==> config.mk <==
export PLATFORM = sky130hd
export DESIGN_NAME = hazard_stall_ctrl
export DESIGN_NICKNAME = d
export VERILOG_FILES = /design/src/rtl/hazard_stall_ctrl_pkg.sv /design/src/rtl/hazard_stall_ctrl_reg_match.sv /design/src/rtl/hazard_stall_ctrl.sv
export SDC_FILE = /design/constraint.sdc
export NUM_CORES = 1
export LEC_CHECK = 0
export CORE_AREA = 2 2 41 43
export CTS_CLUSTER_DIAMETER = 50
export DETAILED_ROUTE_END_ITERATION = 6
export DIE_AREA = 0 0 43 45
export PLACE_DENSITY = 0.74
export SETUP_SLACK_MARGIN = 0.5
export SLEW_MARGIN = 10
export SYNTH_ARGS = -nofsm -noshare
export SYNTH_HDL_FRONTEND = slang
export SYNTH_SLANG_ARGS = --single-unit
==> constraint.sdc <==
create_clock -name i_clk -period 1.92 [get_ports i_clk]
set_input_delay 0.384 -clock i_clk [delete_from_list [all_inputs] [get_ports i_clk]]
set_output_delay 0.384 -clock i_clk [all_outputs]
set_load 0.005 [all_outputs]
==> src/rtl/hazard_stall_ctrl_pkg.sv <==
// Shared definitions for the hazard/stall controller: FSM encoding, zero register, helpers.
// Pure declarations; no timing and no flow control.
package hazard_stall_ctrl_pkg;

    typedef enum logic [1:0] {
        ST_IDLE  = 2'd0,
        ST_STALL = 2'd1,
        ST_FLUSH = 2'd2
    } state_e;

    localparam int HAZ_ZERO_REG = 0;

    function automatic int max_int(input int a, input int b);
        return (a > b) ? a : b;
    endfunction

endpackage

==> src/rtl/hazard_stall_ctrl_reg_match.sv <==
// Single-source RAW comparator: source is read, equals the producer's destination, and is not $0.
// Combinational (zero latency); no flow control.
module hazard_stall_ctrl_reg_match
    import hazard_stall_ctrl_pkg::*;
#(
    parameter int REG_AW = 5
) (
    input  logic [REG_AW-1:0] i_src,
    input  logic              i_use,
    input  logic [REG_AW-1:0] i_dst,
    output logic              o_match
);

    assign o_match = i_use & (i_src == i_dst) & (i_dst != REG_AW'(HAZ_ZERO_REG));

endmodule

==> src/rtl/hazard_stall_ctrl.sv <==
// Load-use / ALU-branch / load-branch interlock: same-cycle stall, FSM-held multi-cycle stall, IF/ID flush.
// Optional HAZ_PERF_CNT_EN adds saturating stall/flush cycle counters; stall holds PC and IF/ID and bubbles ID/EX.
module hazard_stall_ctrl
    import hazard_stall_ctrl_pkg::*;
#(
    parameter int REG_AW         = 5,
    parameter int LOAD_USE_STALL = 1,
    parameter int LOAD_BR_STALL  = 2,
    parameter int LOADM_BR_STALL = 1,
    parameter int ALU_BR_STALL   = 1,
    parameter int BR_FLUSH       = 1
) (
    input  logic              i_clk,
    input  logic              i_rst,
    input  logic [REG_AW-1:0] i_id_rs,
    input  logic [REG_AW-1:0] i_id_rt,
    input  logic              i_id_use_rs,
    input  logic              i_id_use_rt,
    input  logic              i_id_is_branch,
    input  logic              i_br_taken,
    input  logic [REG_AW-1:0] i_ex_dst,
    input  logic              i_ex_reg_write,
    input  logic              i_ex_mem_read,
    input  logic [REG_AW-1:0] i_mem_dst,
    input  logic              i_mem_mem_read,
    output logic              o_pc_write,
    output logic              o_ifid_write,
    output logic              o_id_bubble,
    output logic              o_ifid_flush,
`ifdef HAZ_PERF_CNT_EN
    output logic              o_stalled,
    output logic [31:0]       o_stall_cycles,
    output logic [31:0]       o_flush_cycles
`else
    output logic              o_stalled
`endif
);

    localparam int MAX_N = max_int(max_int(max_int(LOAD_USE_STALL, LOAD_BR_STALL),
                                           max_int(LOADM_BR_STALL, ALU_BR_STALL)), BR_FLUSH);
    localparam int CNT_W = $clog2(MAX_N + 1);

    localparam logic [CNT_W-1:0] C_ONE = CNT_W'(1);
    localparam logic [CNT_W-1:0] C_LU  = CNT_W'(LOAD_USE_STALL);
    localparam logic [CNT_W-1:0] C_LB  = CNT_W'(LOAD_BR_STALL);
    localparam logic [CNT_W-1:0] C_LMB = CNT_W'(LOADM_BR_STALL);
    localparam logic [CNT_W-1:0] C_AB  = CNT_W'(ALU_BR_STALL);
    localparam logic [CNT_W-1:0] C_BRF = CNT_W'(BR_FLUSH);

    state_e           r_state;
    state_e           w_state_nxt;
    logic [CNT_W-1:0] r_cnt;
    logic [CNT_W-1:0] w_cnt_nxt;

    logic w_rs_ex, w_rt_ex, w_rs_mem, w_rt_mem;
    logic w_ex_hit, w_mem_hit;
    logic w_lu, w_lb, w_lmb, w_ab, w_haz, w_br_go;
    logic [CNT_W-1:0] w_haz_n;

    hazard_stall_ctrl_reg_match #(.REG_AW(REG_AW)) u_rs_ex (
        .i_src(i_id_rs), .i_use(i_id_use_rs), .i_dst(i_ex_dst), .o_match(w_rs_ex)
    );
    hazard_stall_ctrl_reg_match #(.REG_AW(REG_AW)) u_rt_ex (
        .i_src(i_id_rt), .i_use(i_id_use_rt), .i_dst(i_ex_dst), .o_match(w_rt_ex)
    );
    hazard_stall_ctrl_reg_match #(.REG_AW(REG_AW)) u_rs_mem (
        .i_src(i_id_rs), .i_use(i_id_use_rs), .i_dst(i_mem_dst), .o_match(w_rs_mem)
    );
    hazard_stall_ctrl_reg_match #(.REG_AW(REG_AW)) u_rt_mem (
        .i_src(i_id_rt), .i_use(i_id_use_rt), .i_dst(i_mem_dst), .o_match(w_rt_mem)
    );

    assign w_ex_hit  = w_rs_ex | w_rt_ex;
    assign w_mem_hit = w_rs_mem | w_rt_mem;

    assign w_lu  = i_ex_mem_read & w_ex_hit & ~i_id_is_branch;
    assign w_lb  = i_ex_mem_read & w_ex_hit & i_id_is_branch;
    assign w_lmb = i_mem_mem_read & w_mem_hit & i_id_is_branch;
    assign w_ab  = i_ex_reg_write & ~i_ex_mem_read & w_ex_hit & i_id_is_branch;
    assign w_haz = w_lu | w_lb | w_lmb | w_ab;

    // A hazard suppresses the branch: its operands are not yet valid.
    assign w_br_go = ~w_haz & i_id_is_branch & i_br_taken;

    always_comb begin
        w_haz_n = '0;
        if (w_lu  && (C_LU  > w_haz_n)) w_haz_n = C_LU;
        if (w_lb  && (C_LB  > w_haz_n)) w_haz_n = C_LB;
        if (w_lmb && (C_LMB > w_haz_n)) w_haz_n = C_LMB;
        if (w_ab  && (C_AB  > w_haz_n)) w_haz_n = C_AB;
    end

    always_ff @(posedge i_clk) begin
        if (i_rst) begin
            r_state <= ST_IDLE;
            r_cnt   <= '0;
        end else begin
            r_state <= w_state_nxt;
            r_cnt   <= w_cnt_nxt;
        end
    end

    always_comb begin
        w_state_nxt = r_state;
        w_cnt_nxt   = r_cnt;
        case (r_state)
            ST_IDLE: begin
                if (w_haz) begin
                    if (w_haz_n > C_ONE) begin
                        w_state_nxt = ST_STALL;
                        w_cnt_nxt   = w_haz_n - C_ONE;
                    end
                end else if (w_br_go && (C_BRF > C_ONE)) begin
                    w_state_nxt = ST_FLUSH;
                    w_cnt_nxt   = C_BRF - C_ONE;
                end
            end
            ST_STALL, ST_FLUSH: begin
                w_cnt_nxt = r_cnt - C_ONE;
                if (r_cnt == C_ONE) w_state_nxt = ST_IDLE;
            end
            default: begin
                w_state_nxt = ST_IDLE;
                w_cnt_nxt   = '0;
            end
        endcase
    end

    always_comb begin
        o_pc_write   = 1'b1;
        o_ifid_write = 1'b1;
        o_id_bubble  = 1'b0;
        o_ifid_flush = 1'b0;
        o_stalled    = (r_state != ST_IDLE);
        if (i_rst) begin
            o_pc_write   = 1'b0;
            o_ifid_write = 1'b0;
            o_id_bubble  = 1'b1;
            o_ifid_flush = 1'b1;
            o_stalled    = 1'b0;
        end else begin
            case (r_state)
                ST_IDLE: begin
                    if (w_haz) begin
                        o_pc_write   = 1'b0;
                        o_ifid_write = 1'b0;
                        o_id_bubble  = 1'b1;
                    end else if (w_br_go) begin
                        o_ifid_flush = 1'b1;
                    end
                end
                ST_STALL: begin
                    o_pc_write   = 1'b0;
                    o_ifid_write = 1'b0;
                    o_id_bubble  = 1'b1;
                end
                ST_FLUSH: o_ifid_flush = 1'b1;
                default: ;
            endcase
        end
    end

`ifdef HAZ_PERF_CNT_EN
    logic [31:0] r_stall_cycles;
    logic [31:0] r_flush_cycles;

    always_ff @(posedge i_clk) begin
        if (i_rst) begin
            r_stall_cycles <= '0;
            r_flush_cycles <= '0;
        end else begin
            if (o_id_bubble && (r_stall_cycles != '1)) r_stall_cycles <= r_stall_cycles + 32'd1;
            if (o_ifid_flush && (r_flush_cycles != '1)) r_flush_cycles <= r_flush_cycles + 32'd1;
        end
    end

    assign o_stall_cycles = r_stall_cycles;
    assign o_flush_cycles = r_flush_cycles;
`endif

endmodule

==> reports/qor.json <==
{
  "cp_slowest_cell": {"value": "sky130_fd_sc_hd__or4_4"},
  "max_freq": {"value": 0.511, "unit": "GHz"},
  "cts_max_path_buffers": {"value": 2},
  "initial_core_util": {"value": 31.3, "unit": "%"},
  "sequential_area_share_after_synthesis": {"value": 13.0, "unit": "%"},
  "pwr-share-seq": {"value": 16.5, "unit": "%"},
  "proportion_of_layout_cells_with_a_drive_suffix_above_1": {"value": 62.0, "unit": "%"},
  "fp.dieArea": {"value": 0.00194, "unit": "mm²"},
  "largest_fanout_on_the_critical_path": {"value": 3},
  "maximum_number_of_pins_on_one_net_before_global_route_repair": {"value": 7},
  "setup_violations": {"value": 3},
  "fin_tns_setup": {"value": -0.0735, "unit": "ns"},
  "failed_checks": {"value": "setup timing"},
  "synthesis.instances": {"value": 58},
  "die_span_in_x": {"value": 43, "unit": "µm"},
  "rsz0062_at_grt": {"value": "yes"},
  "clock_latency": {"value": 0.23, "unit": "ns"},
  "crit_path_end_kind": {"value": "output pin"},
  "drtPass1Iterations": {"value": 3},
  "most_frequent_cells_in_the_layout": {"value": "sky130_fd_sc_hd__buf_6, sky130_fd_sc_hd__buf_2, sky130_fd_sc_hd__xnor2_2"},
  "crit_chain": {"value": "buf_6 > or4_4 > o2111ai_4 > and3_4 > buf_6"},
  "postRouteWirelength": {"value": 1940, "unit": "µm"},
  "int_power": {"value": 273, "unit": "µW"},
  "detail_route.wl_per_cell": {"value": 15.6, "unit": "µm"},
  "worst_path_dominant_cell_family": {"value": "simple AND/OR/NAND/NOR gates"},
  "part_of_the_power_in_the_clock_network": {"value": 27.7, "unit": "%"},
  "detailroute.via_count": {"value": 631},
  "peakVddDrop": {"value": 0.410, "unit": "mV"},
  "worstSetupPathType": {"value": "input pin to output pin"},
  "nFillCells": {"value": 107},
  "status": {"value": "finished with violations"},
  "clock-sinks": {"value": 3},
  "via_count_normalized_by_instance_count": {"value": 5.09},
  "power.switching_fraction": {"value": 30.5, "unit": "%"},
  "clock_buffer_count_from_cts": {"value": 3},
  "cts.hold.buffers_added": {"value": 0},
  "combinational_cell_fraction_of_total_power": {"value": 55.8, "unit": "%"},
  "globalRoute.totalOverflow": {"value": 0},
  "totalPowerFinal": {"value": 393, "unit": "µW"},
  "post_synth.cell_area_avg": {"value": 7.94, "unit": "µm²"},
  "buffer_ports.inserted": {"value": 33},
  "yosys-top-cells-area": {"value": "sky130_fd_sc_hd__xnor2_1, sky130_fd_sc_hd__dfxtp_1, sky130_fd_sc_hd__nand2_1"},
  "path_common_cell": {"value": "sky130_fd_sc_hd__buf_6"},
  "worst_slew_margin_rel": {"value": 79.7, "unit": "%"},
  "timing.critical_path.required": {"value": 1.54, "unit": "ns"},
  "critical_path_buf_inv_count": {"value": 2},
  "synth_warnings": {"value": 0},
  "final-max-slew-violation-count": {"value": 0},
  "finalWeightedCongestion": {"value": 0.924},
  "max_slew.worst_pin.slew": {"value": 0.303, "unit": "ns"},
  "syn_area": {"value": 460, "unit": "µm²"},
  "cts.htree.levels": {"value": 1},
  "drv.max_cap_violation_count": {"value": 0},
  "synthDistinctLibCells": {"value": 22},
  "die_h": {"value": 45, "unit": "µm"},
  "startpoint_type": {"value": "input pin"},
  "skew": {"value": 0.00237, "unit": "ns"},
  "vias_in_the_first_global_route": {"value": 709},
  "clock_tree_from_tritoncts": {"value": "done"},
  "synth.ff_latch_count": {"value": 3},
  "hold_viol": {"value": 0},
  "dp_hpwl": {"value": 1340, "unit": "µm"},
  "powerDensity": {"value": 356, "unit": "mW/mm²"},
  "grt_antenna_before_repair": {"value": 0},
  "grt_util_all_layers": {"value": 21.2, "unit": "%"},
  "timing.final.crit_share": {"value": 102, "unit": "%"},
  "core_area": {"value": 0.00147, "unit": "mm²"},
  "synthToLayoutAreaGrowth": {"value": 140, "unit": "%"},
  "first_pass_grt_wire_length": {"value": 3040, "unit": "µm"},
  "final_nets": {"value": 139},
  "synth_largest_type_area_fraction": {"value": 38.0, "unit": "%"},
  "io_pins": {"value": 34},
  "timing.critical_path.arrival": {"value": 1.57, "unit": "ns"},
  "floorplan.rows": {"value": 14},
  "cts.root.buffer_cell": {"value": "sky130_fd_sc_hd__clkbuf_4"},
  "num_antenna_cells": {"value": 0},
  "holdCritPathClass": {"value": "flop to flop"},
  "cp_slowest_stage_delay": {"value": 0.54, "unit": "ns"},
  "drt-initial-drc-count": {"value": 9},
  "yosys.area.top_type": {"value": "sky130_fd_sc_hd__xnor2_1"},
  "route.detailed.drc": {"value": 0},
  "synth.net_count": {"value": 88},
  "layout_min_cycle_time": {"value": 1.96, "unit": "ns"},
  "worst_hold_slack_after_final_layout": {"value": 0.488, "unit": "ns"},
  "netSwitchingPower": {"value": 120, "unit": "µW"},
  "layout_setup_ws": {"value": -0.0370, "unit": "ns"},
  "power_leakage": {"value": 0.483, "unit": "nW"},
  "postRouteAntennaNets": {"value": 0},
  "clock_pin_slew_worst_setup_and_hold_paths": {"value": 0.03, "unit": "ns"}
}
-- cell usage after synthesis, drive strengths merged --
library cell  number
a211oi             1
a21o               1
a21oi              1
a31o               1
a32o               1
a41oi              1
and3               1
buf                1
dfxtp              3
ha                 1
inv                3
nand2              8
nand3              2
nand4              4
nor2               3
nor2b              1
nor3               1
o2111ai            1
o22ai              2
or4                1
xnor2             20
-- cells by family (layout without fill, tap and decap cells) --
group | count (synthesis) | in the layout | share of synthesized area, %
simple gates | 21 | 21 | 22.8
buf+inv | 4 | 54 | 4.08
xor+xnor | 20 | 20 | 38.0
fa+ha+maj | 1 | 1 | 2.72
flops | 3 | 3 | 13.0
compound gates | 9 | 9 | 19.3
-- stage by stage --
step                      instance area [µm²]  std cells  util, %  setup slack [ns]
final                                    1100        124     75.1           -0.0370
after global routing                     1100        124     75.1           -0.0699
after CTS                                 961        122     65.3           -0.0501
after detailed placement                  891        117     60.5            -0.777
after global placement                    891        117     60.5            -0.767
after floorplan                           465         58        -             0.125
-- registers in the layout (all words and copies together), names as in the netlist --
name,count
r_cnt,2
r_state,1
-- layer usage --
metal / GRT usage (%) / part of all wire, % / up-vias
met5: 0 / 0 / -
li1: - / - / 306
met3: 5.20 / 6.6 / 4
met4: 7.27 / 2.0 / 0
met2: 41.5 / 54 / 31
met1: 22.0 / 38 / 290
-- worst paths after layout --
| check | startpoint | to | slack, ns | cells after the start |
|---|---|---|---|---|
| min reg2reg | r_cnt[0]$_SDFFE_PP0P_ | r_cnt[0]$_SDFFE_PP0P_ | 0.49 | 2 |
| max | i_mem_dst[2] | o_ifid_write | -0.04 | 5 |
| max reg2reg | r_cnt[1]$_SDFFE_PP0P_ | r_cnt[1]$_SDFFE_PP0P_ | 0.94 | 3 |
| min | r_cnt[0]$_SDFFE_PP0P_ | r_cnt[0]$_SDFFE_PP0P_ | 0.49 | 2 |
-- worst register-to-register path: cells and delay by family (launching register included) --
kind / cells / cell delay [ns]
AOI/OAI and AO/OA: 1 / 0.22
adders and majority gates: 1 / 0.27
buffers and inverters: 1 / 0.05
DFF: 1 / 0.33
-- repair_timing --
item	CTS	global route
setup endpoints to repair	8	7
cloned	0	0
pin swaps	33	22
gates resized for setup	126	31
buffers inserted	1	2
-- power by group through the flow --
stage | Clock, mW | Combinational (mW) | Sequential (mW)
3_3_place_gp | 0 | 0.169 | 0.0655
6_report | 0.109 | 0.219 | 0.0649
2_1_floorplan | 0 | 0.0616 | 0.0654
3_5_place_dp | 0 | 0.171 | 0.0656
4_1_cts | 0.113 | 0.182 | 0.0647
5_1_grt | 0.117 | 0.231 | 0.0649
-- final cells by class --
type | instances | area, µm² | share of cell area (%)
multi-input cells | 51 | 576 | 52.1
repair buffers | 47 | 410 | 37.1
flip-flops and latches | 3 | 61.3 | 5.55
clock buffers | 4 | 26.3 | 2.38
well taps | 16 | 20.0 | 1.81
inverters | 3 | 11.3 | 1.02
(Power assumes the default switching activity.)
